### config.mk
export PLATFORM = sky130hd
export DESIGN_NAME = ilm_seq_ctrl
export DESIGN_NICKNAME = d
export VERILOG_FILES = /design/src/rtl/ilm_pkg.sv /design/src/rtl/ilm_seq_ctrl_nod.sv /design/src/rtl/ilm_seq_ctrl.sv
export SDC_FILE = /design/constraint.sdc
export NUM_CORES = 1
export LEC_CHECK = 0
export BUFFER_PORTS_ARGS = -buffer_cell sky130_fd_sc_hd__buf_2
export CAP_MARGIN = 0
export CORE_ASPECT_RATIO = 1.4
export CORE_UTILIZATION = 40
export CTS_BUF_LIST = sky130_fd_sc_hd__clkbuf_8 sky130_fd_sc_hd__clkbuf_16
export CTS_CLUSTER_SIZE = 30
export DETAILED_ROUTE_END_ITERATION = 10
export PLACE_DENSITY_LB_ADDON = 0.1
export SKIP_CTS_REPAIR_TIMING = 1
export SLEW_MARGIN = 5
export SYNTH_ARGS = -nofsm -noshare
export SYNTH_HDL_FRONTEND = slang
export SYNTH_SLANG_ARGS = --single-unit
### constraint.sdc
create_clock -name clk -period 12.6 [get_ports clk]
set_input_delay 3.15 -clock clk [delete_from_list [all_inputs] [get_ports clk]]
set_output_delay 3.15 -clock clk [all_outputs]
set_load 0.01 [all_outputs]
### src/rtl/ilm_pkg.sv
// Shared definitions for the iterative logarithmic multiplier sequencer:
// operand and product widths, FSM state encoding and the one-hot index helper.
package ilm_pkg;

  localparam int OPW = 8;
  localparam int PW  = 16;
  localparam int KW  = $clog2(OPW);
  localparam int QW  = OPW + 1;
  localparam int CW  = 18;

  typedef enum logic [2:0] {
    IDLE  = 3'd0,
    DET_A = 3'd1,
    DET_B = 3'd2,
    CALC  = 3'd3,
    DONE  = 3'd4
  } state_e;

  // OR-reduction of the bit positions; exact for a one-hot or all-zero input.
  function automatic logic [KW-1:0] onehot_to_idx(input logic [OPW-1:0] oh);
    logic [KW-1:0] idx;
    idx = '0;
    for (int i = 0; i < OPW; i++) begin
      if (oh[i]) idx = idx | KW'(i);
    end
    return idx;
  endfunction

endpackage

### src/rtl/ilm_seq_ctrl_nod.sv
// 8-bit nearest-one detector: one-hot of the power of two closest to x_i,
// ties rounding up, saturating at the MSB; all-zero output for a zero input.
module ilm_nod
  import ilm_pkg::*;
(
  input  logic [OPW-1:0] x_i,
  output logic [OPW-1:0] oh_o
);

  logic [KW-1:0] lead;
  logic          found;

  always_comb begin
    // NOTE: every combinational output gets a default first so no path infers a latch.
    lead  = '0;
    found = 1'b0;
    oh_o  = '0;
    for (int i = 0; i < OPW; i++) begin
      if (x_i[i]) begin
        lead  = KW'(i);
        found = 1'b1;
      end
    end
    // The bit below the leading one set means x >= 1.5 * 2^lead, so round up.
    if (found) begin
      if (lead != '0 && lead != KW'(OPW - 1) && x_i[lead - KW'(1)]) begin
        oh_o[lead + KW'(1)] = 1'b1;
      end else begin
        oh_o[lead] = 1'b1;
      end
    end
  end

endmodule

### src/rtl/ilm_seq_ctrl.sv
// Sequential approximate multiplier: one nearest-one detector is shared across
// operands A and B, then 2^(ka+kb) + qa*2^kb + qb*2^ka is formed and held.
module ilm_seq_ctrl
  import ilm_pkg::*;
#(
  parameter int OPW = 8
) (
  input  logic           clk,
  input  logic           rst,
  input  logic           in_valid,
  output logic           in_ready,
  input  logic [OPW-1:0] a,
  input  logic [OPW-1:0] b,
  output logic           out_valid,
  input  logic           out_ready,
  output logic [PW-1:0]  product,
  output logic           busy
);

  state_e state_q, state_d;

  logic [OPW-1:0]       a_q, b_q;
  logic [KW-1:0]        ka_q, kb_q;
  logic signed [QW-1:0] qa_q, qb_q;
  logic                 za_q, zb_q;
  logic [PW-1:0]        product_q;

  logic [OPW-1:0]       nod_in, nod_oh;
  logic [KW-1:0]        det_k;
  logic signed [QW-1:0] det_q;
  logic                 det_zero;

  logic [KW:0]          k_sum;
  logic signed [CW-1:0] t_pow, t_a, t_b, t_sum;
  logic [PW-1:0]        product_d;

  assign nod_in = (state_q == DET_B) ? b_q : a_q;

  ilm_nod u_nod (
    .x_i  (nod_in),
    .oh_o (nod_oh)
  );

  // The one-hot output is itself 2^k, so the residual needs no shifter.
  assign det_k    = onehot_to_idx(nod_oh);
  assign det_zero = (nod_oh == '0);
  assign det_q    = $signed({1'b0, nod_in}) - $signed({1'b0, nod_oh});

  always_comb begin
    k_sum     = {1'b0, ka_q} + {1'b0, kb_q};
    t_pow     = CW'(1) <<< k_sum;
    t_a       = CW'(qa_q) <<< kb_q;
    t_b       = CW'(qb_q) <<< ka_q;
    t_sum     = t_pow + t_a + t_b;
    product_d = (za_q || zb_q) ? '0 : t_sum[PW-1:0];
  end

  always_ff @(posedge clk or posedge rst) begin
    // NOTE: sequential state uses non-blocking assignments so every register samples pre-edge values.
    if (rst) state_q <= IDLE;
    else     state_q <= state_d;
  end

  always_comb begin
    state_d = state_q;
    unique case (state_q)
      IDLE:    if (in_valid) state_d = DET_A;
      DET_A:   state_d = DET_B;
      DET_B:   state_d = CALC;
      CALC:    state_d = DONE;
      DONE:    if (out_ready) state_d = IDLE;
      default: state_d = IDLE;
    endcase
  end

  always_ff @(posedge clk or posedge rst) begin
    if (rst) begin
      a_q       <= '0;
      b_q       <= '0;
      ka_q      <= '0;
      kb_q      <= '0;
      qa_q      <= '0;
      qb_q      <= '0;
      za_q      <= 1'b0;
      zb_q      <= 1'b0;
      product_q <= '0;
    end else begin
      case (state_q)
        IDLE: begin
          if (in_valid) begin
            a_q <= a;
            b_q <= b;
          end
        end
        DET_A: begin
          ka_q <= det_k;
          qa_q <= det_q;
          za_q <= det_zero;
        end
        DET_B: begin
          kb_q <= det_k;
          qb_q <= det_q;
          zb_q <= det_zero;
        end
        CALC:    product_q <= product_d;
        default: ;
      endcase
    end
  end

  assign in_ready  = (state_q == IDLE);
  assign out_valid = (state_q == DONE);
  assign busy      = (state_q != IDLE);
  assign product   = product_q;

endmodule
### Word-level counts from Yosys, hierarchy flattened

Cells that the tools add are included.

| operators by class | value |
|---|---|
| add/sub/neg operators | 6 |
| $mul | 0 |
| div/mod/pow operators | 0 |
| order comparisons | 5 |
| eq/ne operators | 7 |
| shift operators | 3 |
| mux-type cells | 35 |
| bitwise logic cells | 0 |
| reduce and logical (&&, ||, !) cells | 11 |

Operators by type and width:

| cell | number |
|---|---|
| two-way mux 3 bit | 12 |
| adder 16 bit | 2 |
| <<< shifter 9 x 3 -> 16 bit | 2 |
| two-way mux 8 bit | 3 |
| two-way mux 16 bit | 1 |
| <<< shifter 2 x 4 -> 16 bit, first input constant | 1 |
| one-hot mux 3 bit (5 select lines) | 1 |
| two-way mux 1 bit | 13 |
| less-than comparator 3 x 4 -> 1 bit, second input constant | 3 |
| subtractor 8 x 8 -> 9 bit | 1 |
| logical NOT 8 bit | 1 |
| demux 1 bit (select 3 bit) | 2 |
| equality test 3 x 2 -> 1 bit, second input constant | 2 |
| >= comparator 3 x 1 -> 1 bit, second input constant | 2 |
| nonzero test 3 bit | 2 |
| adder 3 x 3 -> 4 bit | 1 |
| logical AND 1 bit | 4 |
| two-way mux 2 bit | 2 |
| AND reduction 2 bit | 2 |
| adder 3 x 1 -> 3 bit, second input constant | 1 |
| binary-select mux 1 bit (select 3 bit) | 1 |
| equality test 3 x 1 -> 1 bit, second input constant | 1 |
| equality test 3 bit, second input constant | 1 |
| logical NOT 3 bit | 1 |
| 5 further kinds | 5 |

| storage, ports and cells | value |
|---|---|
| register bits after elaboration | 61 |
| latch bits | 0 |
| RAM bits | 0 |
| bits in read-only memories | 0 |
| input port bits | 20 |
| output and inout bits | 19 |
| memories | 0 |

### Logic depth before layout (Yosys ltp)

Gate-level depths: netlist of the first run.

| depth | value |
|---|---|
| word-level depth | 23 |
| depth in mapped cells | 22 |
| mapped depth without buffers | 18 |

### Hierarchy

From an unflattened synthesis of the first run, not the netlist that was laid out.

| second synthesis, totals | value |
|---|---|
| cells, all modules | 614 |
| area total of the unflattened synthesis | 5132.4 µm² |

By module, submodules not included:

| module | instances | cells an instance | area an instance (µm²) | seq. area each (µm²) |
|---|---|---|---|---|
| ilm_seq_ctrl | 1 | 560 | 4748.3 | 1526.5 |
| ilm_nod | 1 | 54 | 384.1 | 0.0 |

### Worst setup path after synthesis of the first run

OpenSTA, ideal clock, no wires.

| path | value |
|---|---|
| path type | input-to-reg |
| from | in in_valid |
| to | reg a_q[7] |
| arrival time | 4.224 ns |
| path slack | 8.251 ns |
| stages on the path | 4 |
| path through | and2_1 > clkbuf_1 > buf_1 > mux2_2 |

| between the ends | value |
|---|---|
| cells in the longest elaborated chain, start to end | 1 |

RTL lines:

| item | RTL line | text |
|---|---|---|
| start, declared | ilm_seq_ctrl.sv:10 | `input logic in_valid,` |
| AND reduction 2 bit (no source line) | -- |  |
| end signal, assigned | ilm_seq_ctrl.sv:78 | `a_q <= '0;` |
| end signal, assigned | ilm_seq_ctrl.sv:91 | `a_q <= a;` |
| end, declared | ilm_seq_ctrl.sv:22 | `logic [OPW-1:0] a_q, b_q;` |

Every way passes these cells.
A chain may end at the register's enable or synchronous reset.

### Final worst setup path of the first run

| path | value |
|---|---|
| from | reg ka_q[0] |
| to | reg product_q[13], in the netlist product[13] |

| between the ends | value |
|---|---|
| cells in the longest elaborated chain, start to end | 5 |

RTL lines:

| item | RTL line | text |
|---|---|---|
| start, declared | ilm_seq_ctrl.sv:23 | `logic [KW-1:0] ka_q, kb_q;` |
| start signal, assigned | ilm_seq_ctrl.sv:96 | `ka_q <= det_k;` |
| adder 3 x 3 -> 4 bit | ilm_seq_ctrl.sv:50 | `k_sum = {1'b0, ka_q} + {1'b0, kb_q};` |
| <<< shifter 2 x 4 -> 16 bit | ilm_seq_ctrl.sv:51 | `t_pow = CW'(1) <<< k_sum;` |
| adder 16 bit | ilm_seq_ctrl.sv:54 | `t_sum = t_pow + t_a + t_b;` |
| adder 16 bit * | ilm_seq_ctrl.sv:54 |  |
| two-way mux 16 bit * | ilm_seq_ctrl.sv:55 | `product_d = (za_q \|\| zb_q) ? '0 : t_sum[PW-1:0];` |
| end signal, assigned | ilm_seq_ctrl.sv:105 | `CALC: product_q <= product_d;` |
| end, declared | ilm_seq_ctrl.sv:26 | `logic [PW-1:0] product_q;` |

Mark *: on every way between the ends. The rest lies on a longest branch, timed or not.

==> report_table.html, run 1 <==
<table>
<tr><th>Metric</th><th>Value</th></tr>
<tr><th colspan="2">GRT</th></tr>
<tr><td>Number of global-route vias before repair</td><td>4,513</td></tr>
<tr><td>Number of antenna violations at the first check in global routing</td><td>0</td></tr>
<tr><td>Maximum number of pins on one net before global-route repair</td><td>62</td></tr>
<tr><td>Global-route usage over all layers</td><td>0.2169</td></tr>
<tr><td>Global route total overflow</td><td>0</td></tr>
<tr><td>First-pass GRT wire length</td><td>22,490 um</td></tr>
<tr><th colspan="2">Hold path</th></tr>
<tr><td>Hold Crit Class</td><td>flop to flop</td></tr>
<tr><td>Min-Delay Startpoint</td><td>product[8]</td></tr>
<tr><th colspan="2">Die</th></tr>
<tr><td>Chip Width</td><td>97.98 um</td></tr>
<tr><td>Starting density of the core</td><td>0.4150</td></tr>
<tr><td>Total Die Area</td><td>13,360 um2</td></tr>
<tr><td>Cell row count</td><td>48</td></tr>
<tr><td>Vertical extent of the die</td><td>136.4 um</td></tr>
<tr><td>Ports placed on the boundary</td><td>39</td></tr>
<tr><td>Placeable core region</td><td>12,430 um2</td></tr>
<tr><th colspan="2">Clocking</th></tr>
<tr><td>Clock tree root buffer cell</td><td>sky130_fd_sc_hd__clkbuf_16</td></tr>
<tr><td>Clock latency of the later-clocked register in the worst-skew pair</td><td>about 0.33 ns</td></tr>
<tr><td>Reg clk slew, reported paths</td><td>0.06 ns</td></tr>
<tr><td>Num Clock Sinks</td><td>61</td></tr>
<tr><td>Clock tree from TritonCTS</td><td>built</td></tr>
<tr><td>Clock buffer count from CTS</td><td>9</td></tr>
<tr><td>Clock H-tree levels</td><td>3</td></tr>
<tr><td>Bufs on Longest Clock Path</td><td>2</td></tr>
<tr><th colspan="2">STA</th></tr>
<tr><td>Share of the clock period used by the worst path</td><td>0.4009</td></tr>
<tr><td>Final Setup Violations</td><td>0</td></tr>
<tr><td>RSZ-0062 raised after global routing</td><td>false</td></tr>
<tr><td>Final Slew Violations</td><td>0</td></tr>
<tr><td>Period minus WS final</td><td>just over 5 ns</td></tr>
<tr><td>F_max</td><td>198.0 MHz</td></tr>
<tr><td>Tightest Pin Transition</td><td>0.7794 ns</td></tr>
<tr><td>Setup TNS</td><td>0 ns</td></tr>
<tr><td>Worst-case headroom to the max-slew limit</td><td>0.4656</td></tr>
<tr><td>Total count of hold-check failures in the final report</td><td>0</td></tr>
<tr><td>Worst setup skew after layout</td><td>0.007807 ns</td></tr>
<tr><th colspan="2">Drt</th></tr>
<tr><td>Number of routed nets with antenna violations</td><td>0</td></tr>
<tr><td>Total iterations of the first detailed-routing run</td><td>7</td></tr>
<tr><td>Routed WL per cell</td><td>17.22 um</td></tr>
<tr><td>Vias per cell</td><td>5.560</td></tr>
<tr><td>Vias after detailed routing</td><td>approximately 4,400</td></tr>
<tr><td>Post-detailed-route DRC marker count</td><td>3</td></tr>
<tr><td>Total wire length</td><td>about 14,000 um</td></tr>
<tr><td>Detailed Route Iter0 Violations</td><td>163</td></tr>
<tr><th colspan="2">Synth</th></tr>
<tr><td>Count of flip-flops with a built-in enable after synthesis</td><td>0</td></tr>
<tr><td>Simple logic cell fraction of the synthesized area</td><td>0.1957</td></tr>
<tr><td>Arithmetic-cell share of the synthesized area counting full adders, half adders and majority gates</td><td>0.1329</td></tr>
<tr><td>Syn avg cell area</td><td>8.429 um2</td></tr>
<tr><td>Async S/R FF share, synth</td><td>1.000</td></tr>
<tr><td>Warning count from the yosys run</td><td>0</td></tr>
<tr><td>FF+latch count, synth</td><td>61</td></tr>
<tr><td>Mapped cell area</td><td>5159 um2</td></tr>
<tr><td>Number of instances in the synthesized netlist</td><td>612</td></tr>
<tr><td>Multiplexer share of the synthesized area</td><td>0.09483</td></tr>
<tr><td>Xor and xnor fraction of the mapped netlist area</td><td>0.03735</td></tr>
<tr><td>Post-synthesis cell type count</td><td>64</td></tr>
<tr><td>Post-synthesis net count</td><td>676</td></tr>
<tr><td>Most used flip-flop cell after synthesis</td><td>sky130_fd_sc_hd__dfrtp_1</td></tr>
<tr><td>Share of synthesized area occupied by flip-flops and latches</td><td>0.2959</td></tr>
<tr><td>Combinational family with the most area after synthesis</td><td>simple AND/OR/NAND/NOR gates</td></tr>
<tr><td>Synthesized-area fraction occupied by ao, oa, aoi and oai cells</td><td>0.1887</td></tr>
<tr><th colspan="2">Run</th></tr>
<tr><td>Max Cap Violations</td><td>0</td></tr>
<tr><th colspan="2">Critical path</th></tr>
<tr><td>Kind of capture point of the worst setup path</td><td>flop</td></tr>
<tr><td>Worst Setup Start Kind</td><td>flop</td></tr>
<tr><td>Peak fanout along the critical path</td><td>19</td></tr>
<tr><td>Crit path cell chain</td><td>ha_1 -&gt; fa_1 -&gt; nor2b_1 -&gt; nand2_1 -&gt; fa_1 -&gt; inv_1 -&gt; ha_1 -&gt; fa_1 -&gt; a21o_1 -&gt; a21oi_1 -&gt; o21bai_1 -&gt; a2111o_1 -&gt; nand3_1 -&gt; nand2_1 -&gt; o31ai_1 -&gt; xor2_1 -&gt; o21ai_0</td></tr>
<tr><td>Crit path launch</td><td>ka_q[0]</td></tr>
<tr><td>Required @ worst endpoint</td><td>12.79 ns</td></tr>
<tr><td>Crit path largest cell delay</td><td>0.71 ns</td></tr>
<tr><td>Slowest cell on the critical path</td><td>sky130_fd_sc_hd__dfrtp_1</td></tr>
<tr><td>Class of the most critical setup path</td><td>flop to flop</td></tr>
<tr><td>Arrival time of data at the critical path endpoint</td><td>5.24 ns</td></tr>
<tr><td>Crit-path most repeated cell</td><td>sky130_fd_sc_hd__fa_1</td></tr>
<tr><td>Launch point of the worst reg-to-reg path</td><td>ka_q[0]</td></tr>
<tr><th colspan="2">Finish</th></tr>
<tr><td>Multi-input logic area</td><td>3351 um2</td></tr>
<tr><td>FILL cells</td><td>1,235</td></tr>
<tr><td>Area growth syn-to-layout</td><td>11.88%</td></tr>
<tr><td>Layout cell share with drive strength beyond 1</td><td>0.1529</td></tr>
<tr><td>Number of diodes added for antenna fixing</td><td>0</td></tr>
<tr><td>Register area</td><td>1526 um2</td></tr>
<tr><td>Total number of nets in the final design</td><td>700</td></tr>
<tr><th colspan="2">Place</th></tr>
<tr><td>Final weighted congestion in routability-driven placement</td><td>0.9511</td></tr>
<tr><td>Post-DP HPWL</td><td>roughly 11,000 um</td></tr>
<tr><td>Number of port buffers</td><td>38</td></tr>
<tr><th colspan="2">Status</th></tr>
<tr><td>Result of the run</td><td>finished, violations left</td></tr>
<tr><td>Violated checks</td><td>DRC</td></tr>
</table>
[kinds of logic after synthesis]
kind of cell,count (synthesis)
AND/OR/NAND/NOR,220
multiplexers,46
adder cells (fa/ha/maj),44
AO/OA/AOI/OAI,148
flip-flops,61
buffers and inverters,71
XOR/XNOR,22
[worst paths after layout]
path | to | slack (ns) | cells after the start
worst max-delay path | product[13] | 7.55 | 17
worst min-delay path | product[8] | 0.47 | 2
worst max register to register | product[13] | 7.55 | 17
worst min register to register | product[8] | 0.47 | 2
max in group asynchronous | qb_q[8] | 9.03 | 3
min in group asynchronous | product[0] | 3.05 | 3
[cells in the mapped netlist (all sizes together), types with 11 or more instances]
cell type  number  share of area
xnor2          14          0.024
inv            43          0.031
dfrtp          61           0.30
nand3          16          0.016
mux2i          23          0.045
nand2         101          0.073
nor2           39          0.028
fa             18          0.070
nor2b          12          0.015
nor3           18          0.017
mux2           23          0.050
a21oi          38          0.039
o21ai          46          0.045
clkbuf         21          0.015
o31ai          11          0.016
ha             26          0.063
[cell type report]
class / count / area share
Clock buffer: 10 / 0.04140
Clock inverter: 6 / 0.01626
Inverter: 43 / 0.02796
Multi-Input combinational cell: 480 / 0.5805
Sequential cell: 61 / 0.2645
Tap cell: 150 / 0.03252
Timing Repair Buffer: 41 / 0.03685
[sequential cells by signal (all words and copies together), names as in the netlist]
name	count
product	16
qa_q	9
qb_q	9
a_q	8
b_q	8
ka_q	3
kb_q	3
state_q	3
za_q	1
zb_q	1
[critical path: cells and delay by family, from the launching register on]
kind	cells	cell delay, ns
adders and majority gates	5	1.99
AOI/OAI and AO/OA	6	1.34
DFF	1	0.71
and+or+nand+nor	4	0.65
xor gates and xnor gates	1	0.17
buffers and inverters	1	0.04
[stage by stage]
| stage | hold WS [ns] | cells | setup WS [ns] | util | cell area (um2) |
|---|---|---|---|---|---|
| after detailed placement | 0.4647 | 775 | 7.576 | 0.4375 | 5439 |
| after global routing | 0.5016 | 791 | 7.187 | 0.4643 | 5772 |
| after CTS | 0.4789 | 791 | 7.556 | 0.4643 | 5772 |
| after floorplan | 0.4635 | 612 | 7.937 | - | 5159 |
| final | 0.4677 | 791 | 7.548 | 0.4643 | 5772 |
| after global placement | 0.4623 | 775 | 7.724 | 0.4375 | 5439 |
[cells in the final DEF (no fill, tap or decap), types with 18 or more instances in the layout]
cell type and count:
sky130_fd_sc_hd__nor3_1 18, sky130_fd_sc_hd__a21oi_1 35, sky130_fd_sc_hd__ha_1 26, sky130_fd_sc_hd__o21ai_0 39
sky130_fd_sc_hd__mux2i_1 23, sky130_fd_sc_hd__dfrtp_1 61, sky130_fd_sc_hd__mux2_2 23, sky130_fd_sc_hd__buf_2 38
sky130_fd_sc_hd__nor2_1 39, sky130_fd_sc_hd__inv_1 42, sky130_fd_sc_hd__fa_1 18, sky130_fd_sc_hd__nand2_1 101
[layer usage]
layer  part of all wire  track usage  up-vias  routed length (um)
li1                   -            -     2195                   -
met1               0.39       0.2213     2096                5260
met2               0.55       0.4171       70                7522
met3              0.016      0.02674       37                 215
met4              0.046       0.1338        0                 624
met5                  0            0        -                   0
Power of run 1 is not shown: default switching activity piles up to over one toggle a cycle in this logic, so the estimate is an artifact.
==> inputs of run 2 (changes only) <==
==> constraint.sdc (replaced) <==
create_clock -name clk -period 4.1 [get_ports clk]
set_input_delay 1.025 -clock clk [delete_from_list [all_inputs] [get_ports clk]]
set_output_delay 1.025 -clock clk [all_outputs]
set_load 0.01 [all_outputs]
==> report_table.html, run 2 (synthesized netlist as in run 1, its figures left out) <==
<table>
<tr><th>Metric</th><th>Value</th></tr>
<tr><th colspan="2">Critical path</th></tr>
<tr><td>Worst Setup Start Kind</td><td>flop</td></tr>
<tr><td>Slowest cell on the critical path</td><td>sky130_fd_sc_hd__fa_2</td></tr>
<tr><td>Launch point of the worst reg-to-reg path</td><td>kb_q[0]</td></tr>
<tr><td>Number of buffers and inverters on the critical path</td><td>1</td></tr>
<tr><td>Arrival time of data at the critical path endpoint</td><td>4.45 ns</td></tr>
<tr><td>Peak fanout along the critical path</td><td>3</td></tr>
<tr><td>Cells on worst reg2reg path</td><td>16</td></tr>
<tr><td>Crit-path leading delay family</td><td>adder cells</td></tr>
<tr><td>Required @ worst endpoint</td><td>4.32 ns</td></tr>
<tr><td>Crit path cell chain</td><td>ha_2 -&gt; fa_2 -&gt; nor2b_4 -&gt; nand2_2 -&gt; fa_1 -&gt; inv_2 -&gt; ha_4 -&gt; a21o_1 -&gt; a21oi_2 -&gt; nor2b_1 -&gt; o21a_1 -&gt; o41a_1 -&gt; a2111oi_2 -&gt; nor2_1 -&gt; xnor2_1 -&gt; o21ai_1</td></tr>
<tr><td>Class of the most critical setup path</td><td>flop to flop</td></tr>
<tr><td>Kind of capture point of the worst setup path</td><td>flop</td></tr>
<tr><td>Capturing point of the worst reg2reg path</td><td>product[12]</td></tr>
<tr><td>Crit path largest cell delay</td><td>around 0.60 ns</td></tr>
<tr><td>R2R setup slack</td><td>-0.13 ns</td></tr>
<tr><th colspan="2">STA</th></tr>
<tr><td>Final Slew Violations</td><td>0</td></tr>
<tr><td>Period minus WS final</td><td>4.228 ns</td></tr>
<tr><td>Final worst slack</td><td>-0.1278 ns</td></tr>
<tr><td>Tightest Pin Transition</td><td>0.9307 ns</td></tr>
<tr><td>RSZ-0062 raised after global routing</td><td>true</td></tr>
<tr><td>F_max</td><td>236.5 MHz</td></tr>
<tr><td>Final Setup Violations</td><td>5</td></tr>
<tr><td>Total count of hold-check failures in the final report</td><td>0</td></tr>
<tr><td>Setup TNS</td><td>-0.2776 ns</td></tr>
<tr><td>Share of the clock period used by the worst path</td><td>1.031</td></tr>
<tr><td>Worst-case headroom to the max-slew limit</td><td>0.3786</td></tr>
<tr><td>Worst setup skew after layout</td><td>0.009128 ns</td></tr>
<tr><th colspan="2">Finish</th></tr>
<tr><td>Area growth syn-to-layout</td><td>25.32%</td></tr>
<tr><td>Leading cell type in the layout, fill and taps excluded</td><td>sky130_fd_sc_hd__nand2_1</td></tr>
<tr><td>Number of diodes added for antenna fixing</td><td>0</td></tr>
<tr><td>Layout cell share with drive strength beyond 1</td><td>0.2945</td></tr>
<tr><td>Largest register FFs</td><td>16</td></tr>
<tr><td>FILL cells</td><td>1,156</td></tr>
<tr><td>Commonest cells after routing, fill and taps aside</td><td>sky130_fd_sc_hd__nand2_1 (98), sky130_fd_sc_hd__buf_4 (63), sky130_fd_sc_hd__dfrtp_1 (59)</td></tr>
<tr><td>Total number of nets in the final design</td><td>between 700 and 800</td></tr>
<tr><th colspan="2">GRT</th></tr>
<tr><td>Global-route usage over all layers</td><td>0.2213</td></tr>
<tr><td>First-pass GRT wire length</td><td>22,980 um</td></tr>
<tr><td>Maximum number of pins on one net before global-route repair</td><td>44</td></tr>
<tr><td>Global route total overflow</td><td>0</td></tr>
<tr><td>Number of antenna violations at the first check in global routing</td><td>0</td></tr>
<tr><td>Number of global-route vias before repair</td><td>~4,800</td></tr>
<tr><th colspan="2">Drt</th></tr>
<tr><td>Vias after detailed routing</td><td>approximately 4,700</td></tr>
<tr><td>Total wire length</td><td>approximately 14,000 um</td></tr>
<tr><td>Number of routed nets with antenna violations</td><td>0</td></tr>
<tr><td>Total iterations of the first detailed-routing run</td><td>7</td></tr>
<tr><td>Detailed Route Iter0 Violations</td><td>197</td></tr>
<tr><td>Vias per cell</td><td>5.469</td></tr>
<tr><td>Routed WL per cell</td><td>around 17 um</td></tr>
<tr><td>Post-detailed-route DRC marker count</td><td>2</td></tr>
<tr><th colspan="2">Place</th></tr>
<tr><td>Number of port buffers</td><td>38</td></tr>
<tr><td>Final weighted congestion in routability-driven placement</td><td>0.8791</td></tr>
<tr><td>Post-DP HPWL</td><td>~11,000 um</td></tr>
<tr><th colspan="2">Die</th></tr>
<tr><td>Vertical extent of the die</td><td>136.4 um</td></tr>
<tr><td>Total Die Area</td><td>roughly 13,000 um2</td></tr>
<tr><td>Ports placed on the boundary</td><td>39</td></tr>
<tr><td>Chip Width</td><td>97.98 um</td></tr>
<tr><td>Starting density of the core</td><td>0.4150</td></tr>
<tr><td>Placeable core region</td><td>12,430 um2</td></tr>
<tr><td>Cell row count</td><td>48</td></tr>
<tr><th colspan="2">Clocking</th></tr>
<tr><td>Reg clk slew, reported paths</td><td>0.06 ns</td></tr>
<tr><td>Clock tree root buffer cell</td><td>sky130_fd_sc_hd__clkbuf_16</td></tr>
<tr><td>Bufs on Longest Clock Path</td><td>2</td></tr>
<tr><td>Clock latency of the later-clocked register in the worst-skew pair</td><td>0.34 ns</td></tr>
<tr><td>Num Clock Sinks</td><td>61</td></tr>
<tr><td>Clock buffer count from CTS</td><td>9</td></tr>
<tr><td>Clock tree from TritonCTS</td><td>built</td></tr>
<tr><td>Clock H-tree levels</td><td>3</td></tr>
<tr><th colspan="2">Status</th></tr>
<tr><td>Result of the run</td><td>finished, violations left</td></tr>
<tr><td>Violated checks</td><td>DRC, setup timing</td></tr>
<tr><th colspan="2">Run</th></tr>
<tr><td>Max Cap Violations</td><td>0</td></tr>
<tr><th colspan="2">Hold path</th></tr>
<tr><td>Hold Crit Class</td><td>flop to flop</td></tr>
<tr><td>Min-Delay Startpoint</td><td>product[0]</td></tr>
<tr><td>Number of cells traversed by the worst hold path</td><td>2</td></tr>
<tr><td>Hold path endpoint</td><td>product[0]</td></tr>
</table>
## run 2: cell types whose count changed in the layout (fill, tap and decap cells not counted), moves of 5 or more
cell and delta:
sky130_fd_sc_hd__inv_2 +5, sky130_fd_sc_hd__buf_4 +60, sky130_fd_sc_hd__ha_4 +5, sky130_fd_sc_hd__inv_1 -5, sky130_fd_sc_hd__a21oi_1 -6, sky130_fd_sc_hd__ha_1 -8, sky130_fd_sc_hd__a21oi_2 +6
## run 2: area by class of cell
class	count	area, um2	share of cell area
clock buffer	9	225.2	0.03484
clock inverter	7	83.83	0.01297
multi-input combinational	480	3583	0.5543
timing repair buffer	103	694.4	0.1074
inverter	43	161.4	0.02497
tap	150	187.7	0.02903
sequential	61	1529	0.2365
## run 2: how the worst max path moves through the flow
stage | from | end | slack (ns) | cells after the start
floorplan | kb_q[0] | product[13] | -0.04 | 18
global placement | ka_q[0] | product[12] | -0.11 | 16
detailed placement | ka_q[0] | product[13] | -0.23 | 18
CTS | ka_q[0] | product[13] | -0.26 | 18
global route | kb_q[0] | product[12] | -0.33 | 16
finish | kb_q[0] | product[12] | -0.13 | 16
## run 2: worst min-delay path: cells and delay by family, from the launching register on
kind               cells  cell delay, ns
DFF                    1            0.33
and+or+nand+nor        1            0.04
AOI/OAI and AO/OA      1            0.06
## run 2: layer usage
layer	global-route usage	vias up	share of wire
li1	-	2310	-
met2	0.4433	73	0.57
met4	0.1355	0	0.042
met5	0	-	0
met3	0.02622	34	0.020
met1	0.2122	2248	0.37
## run 2: metrics by stage
stage | cell area (um2) | util | std cells | worst slack, ns | hold WS [ns]
2_1_floorplan | 5197 | - | 612 | -0.03592 | 0.4635
3_3_place_gp | 5868 | 0.4720 | 826 | -0.1105 | 0.4602
3_5_place_dp | 5868 | 0.4720 | 826 | -0.2282 | 0.4666
4_1_cts | 6177 | 0.4969 | 842 | -0.2550 | 0.4809
5_1_grt | 6465 | 0.5200 | 853 | -0.3340 | 0.5165
6_report | 6465 | 0.5200 | 853 | -0.1278 | 0.4779
Power of run 2 is left out for the same reason.
==> inputs of run 3 (changes only) <==
--- a/config.mk
+++ b/config.mk
@@ -6,13 +6,14 @@
 export NUM_CORES = 1
 export LEC_CHECK = 0
 export BUFFER_PORTS_ARGS = -buffer_cell sky130_fd_sc_hd__buf_2
-export CAP_MARGIN = 0
+export CAP_MARGIN = 20
 export CORE_ASPECT_RATIO = 1.4
 export CORE_UTILIZATION = 40
 export CTS_BUF_LIST = sky130_fd_sc_hd__clkbuf_8 sky130_fd_sc_hd__clkbuf_16
 export CTS_CLUSTER_SIZE = 30
 export DETAILED_ROUTE_END_ITERATION = 10
 export PLACE_DENSITY_LB_ADDON = 0.1
+export REMOVE_ABC_BUFFERS = 1
 export SKIP_CTS_REPAIR_TIMING = 1
 export SLEW_MARGIN = 5
 export SYNTH_ARGS = -nofsm -noshare
==> report_table.html, run 3 (synthesized netlist as in run 1, its figures left out) <==
<table>
<tr><th>Metric</th><th>Value</th></tr>
<tr><th colspan="2">Critical path</th></tr>
<tr><td>Crit path cell chain</td><td>ha_2 -&gt; fa_2 -&gt; xor2_2 -&gt; nor2_2 -&gt; buf_4 -&gt; nand2_2 -&gt; fa_1 -&gt; inv_2 -&gt; ha_4 -&gt; a21o_1 -&gt; a21oi_2 -&gt; nor2b_1 -&gt; o21a_1 -&gt; o41a_1 -&gt; a211o_1 -&gt; a31oi_1 -&gt; xor2_1 -&gt; o21ai_1</td></tr>
<tr><td>Kind of capture point of the worst setup path</td><td>flop</td></tr>
<tr><td>Worst Setup Start Kind</td><td>flop</td></tr>
<tr><td>Slowest cell on the critical path</td><td>sky130_fd_sc_hd__fa_1</td></tr>
<tr><td>Peak fanout along the critical path</td><td>3</td></tr>
<tr><td>Arrival time of data at the critical path endpoint</td><td>4.39 ns</td></tr>
<tr><td>Required @ worst endpoint</td><td>4.31 ns</td></tr>
<tr><td>Crit path largest cell delay</td><td>0.50 ns</td></tr>
<tr><td>Class of the most critical setup path</td><td>flop to flop</td></tr>
<tr><th colspan="2">Finish</th></tr>
<tr><td>Post-route core utilization</td><td>0.5342</td></tr>
<tr><td>Number of diodes added for antenna fixing</td><td>0</td></tr>
<tr><td>Total number of nets in the final design</td><td>between 700 and 800</td></tr>
<tr><td>Post-route non-filler standard cell count</td><td>863</td></tr>
<tr><td>Post-route cell area</td><td>around 6600 um2</td></tr>
<tr><td>Commonest cells after routing, fill and taps aside</td><td>sky130_fd_sc_hd__nand2_1 (98), sky130_fd_sc_hd__buf_4 (69), sky130_fd_sc_hd__dfrtp_1 (60)</td></tr>
<tr><td>Leading cell type in the layout, fill and taps excluded</td><td>sky130_fd_sc_hd__nand2_1</td></tr>
<tr><td>Largest register FFs</td><td>16</td></tr>
<tr><td>Layout cell share with drive strength beyond 1</td><td>0.3142</td></tr>
<tr><td>Area growth syn-to-layout</td><td>28.74%</td></tr>
<tr><th colspan="2">Drt</th></tr>
<tr><td>Total iterations of the first detailed-routing run</td><td>7</td></tr>
<tr><td>Metal1 wirelength</td><td>5226 um</td></tr>
<tr><td>Top Layer Used</td><td>met4</td></tr>
<tr><td>Vias per cell</td><td>5.411</td></tr>
<tr><td>Number of routed nets with antenna violations</td><td>0</td></tr>
<tr><td>Post-detailed-route DRC marker count</td><td>4</td></tr>
<tr><td>Length of routed met2 wiring</td><td>7782 um</td></tr>
<tr><td>Routed WL per cell</td><td>16.35 um</td></tr>
<tr><td>Vias after detailed routing</td><td>4,670</td></tr>
<tr><td>Met3 Routed Length</td><td>between 200 and 300 um</td></tr>
<tr><td>Total wire length</td><td>14,110 um</td></tr>
<tr><td>Detailed Route Iter0 Violations</td><td>about 190</td></tr>
<tr><th colspan="2">Status</th></tr>
<tr><td>Violated checks</td><td>DRC, setup timing</td></tr>
<tr><td>Result of the run</td><td>finished, violations left</td></tr>
<tr><th colspan="2">Die</th></tr>
<tr><td>Chip Width</td><td>roughly 98 um</td></tr>
<tr><td>Starting density of the core</td><td>0.4150</td></tr>
<tr><td>Total Die Area</td><td>13,360 um2</td></tr>
<tr><td>Cell row count</td><td>48</td></tr>
<tr><td>Vertical extent of the die</td><td>136.4 um</td></tr>
<tr><td>Placeable core region</td><td>approximately 12,000 um2</td></tr>
<tr><td>Ports placed on the boundary</td><td>39</td></tr>
<tr><th colspan="2">STA</th></tr>
<tr><td>Worst-case headroom to the max-slew limit</td><td>0.4363</td></tr>
<tr><td>Total count of hold-check failures in the final report</td><td>0</td></tr>
<tr><td>RSZ-0062 raised after global routing</td><td>true</td></tr>
<tr><td>Worst setup skew after layout</td><td>around 0.010 ns</td></tr>
<tr><td>Share of the clock period used by the worst path</td><td>1.021</td></tr>
<tr><td>Final Setup Violations</td><td>5</td></tr>
<tr><td>Period minus WS final</td><td>~4.2 ns</td></tr>
<tr><td>Final worst slack</td><td>-0.08429 ns</td></tr>
<tr><td>Final Slew Violations</td><td>0</td></tr>
<tr><td>Tightest Pin Transition</td><td>between 0.8 and 0.9 ns</td></tr>
<tr><td>F_max</td><td>239.0 MHz</td></tr>
<tr><th colspan="2">Hold path</th></tr>
<tr><td>Hold Crit Class</td><td>flop to flop</td></tr>
<tr><th colspan="2">Run</th></tr>
<tr><td>Max Cap Violations</td><td>0</td></tr>
<tr><th colspan="2">GRT</th></tr>
<tr><td>First-pass GRT wire length</td><td>22,220 um</td></tr>
<tr><td>Global route total overflow</td><td>0</td></tr>
<tr><td>Number of global-route vias before repair</td><td>4,667</td></tr>
<tr><td>Maximum number of pins on one net before global-route repair</td><td>39</td></tr>
<tr><td>Number of antenna violations at the first check in global routing</td><td>0</td></tr>
<tr><td>Global-route usage over all layers</td><td>0.2153</td></tr>
<tr><th colspan="2">Place</th></tr>
<tr><td>Final weighted congestion in routability-driven placement</td><td>0.8667</td></tr>
<tr><td>Placed instance count</td><td>830</td></tr>
<tr><td>Number of port buffers</td><td>38</td></tr>
<tr><td>Post-DP HPWL</td><td>around 11,000 um</td></tr>
<tr><td>Placed inst area</td><td>5852 um2</td></tr>
<tr><th colspan="2">Clocking</th></tr>
<tr><td>Clock H-tree levels</td><td>3</td></tr>
<tr><td>Bufs on Longest Clock Path</td><td>2</td></tr>
<tr><td>Reg clk slew, reported paths</td><td>0.06 ns</td></tr>
<tr><td>Clock latency of the later-clocked register in the worst-skew pair</td><td>0.34 ns</td></tr>
<tr><td>Num Clock Sinks</td><td>~60</td></tr>
<tr><td>Clock tree root buffer cell</td><td>sky130_fd_sc_hd__clkbuf_16</td></tr>
<tr><td>Clock tree from TritonCTS</td><td>built</td></tr>
<tr><td>Clock buffer count from CTS</td><td>9</td></tr>
</table>
run 3: metal layers:
layer | vias up | GRT usage
met5 | - | 0
met2 | 80 | 0.4300
met3 | 51 | 0.02982
met4 | 0 | 0.1397
li1 | 2332 | -
met1 | 2207 | 0.2015
run 3: worst paths after layout:
check / from / endpoint / slack, ns / depth (start not counted)
min in group asynchronous: rst / product[2] / 0.85 / 2
max in group asynchronous: rst / ka_q[1] / 2.40 / 3
worst max register to register: ka_q[0] / product[14] / -0.08 / 18
worst min-delay path: product[11] / product[11] / 0.46 / 2
worst max-delay path: ka_q[0] / product[14] / -0.08 / 18
worst min register to register: product[11] / product[11] / 0.46 / 2
run 3: cell type report:
class / instances / area (um2)
Fill cell: 1152 / 5791
Multi-Input combinational cell: 480 / 3665
Sequential cell: 61 / 1528
Timing Repair Buffer: 113 / 775.7
Clock buffer: 9 / 225.2
Tap cell: 150 / 187.7
Inverter: 43 / 161.4
Clock inverter: 7 / 98.84
run 3: stage by stage:
| step | worst slack (ns) | hold slack (ns) | setup TNS [ns] |
|---|---|---|---|
| 3_5_place_dp | -0.3605 | 0.4604 | -2.186 |
| 2_1_floorplan | -0.4952 | 0.4635 | -6.560 |
| 4_1_cts | -0.3910 | 0.4717 | -2.917 |
| 5_1_grt | -0.2499 | 0.5112 | -1.092 |
| 6_report | -0.08429 | 0.4649 | -0.2069 |
| 3_3_place_gp | -0.2479 | 0.4569 | -1.547 |
run 3: worst max-delay path, delay by kind of cell, from the launching register on:
family / cells / cell delay (ns)
AOI/OAI and AO/OA: 7 / 1.55
xor gates and xnor gates: 2 / 0.34
adders and majority gates: 4 / 1.34
buffers and inverters: 2 / 0.20
DFF: 1 / 0.38
and+or+nand+nor: 3 / 0.26
Power of run 3 is left out for the same reason.
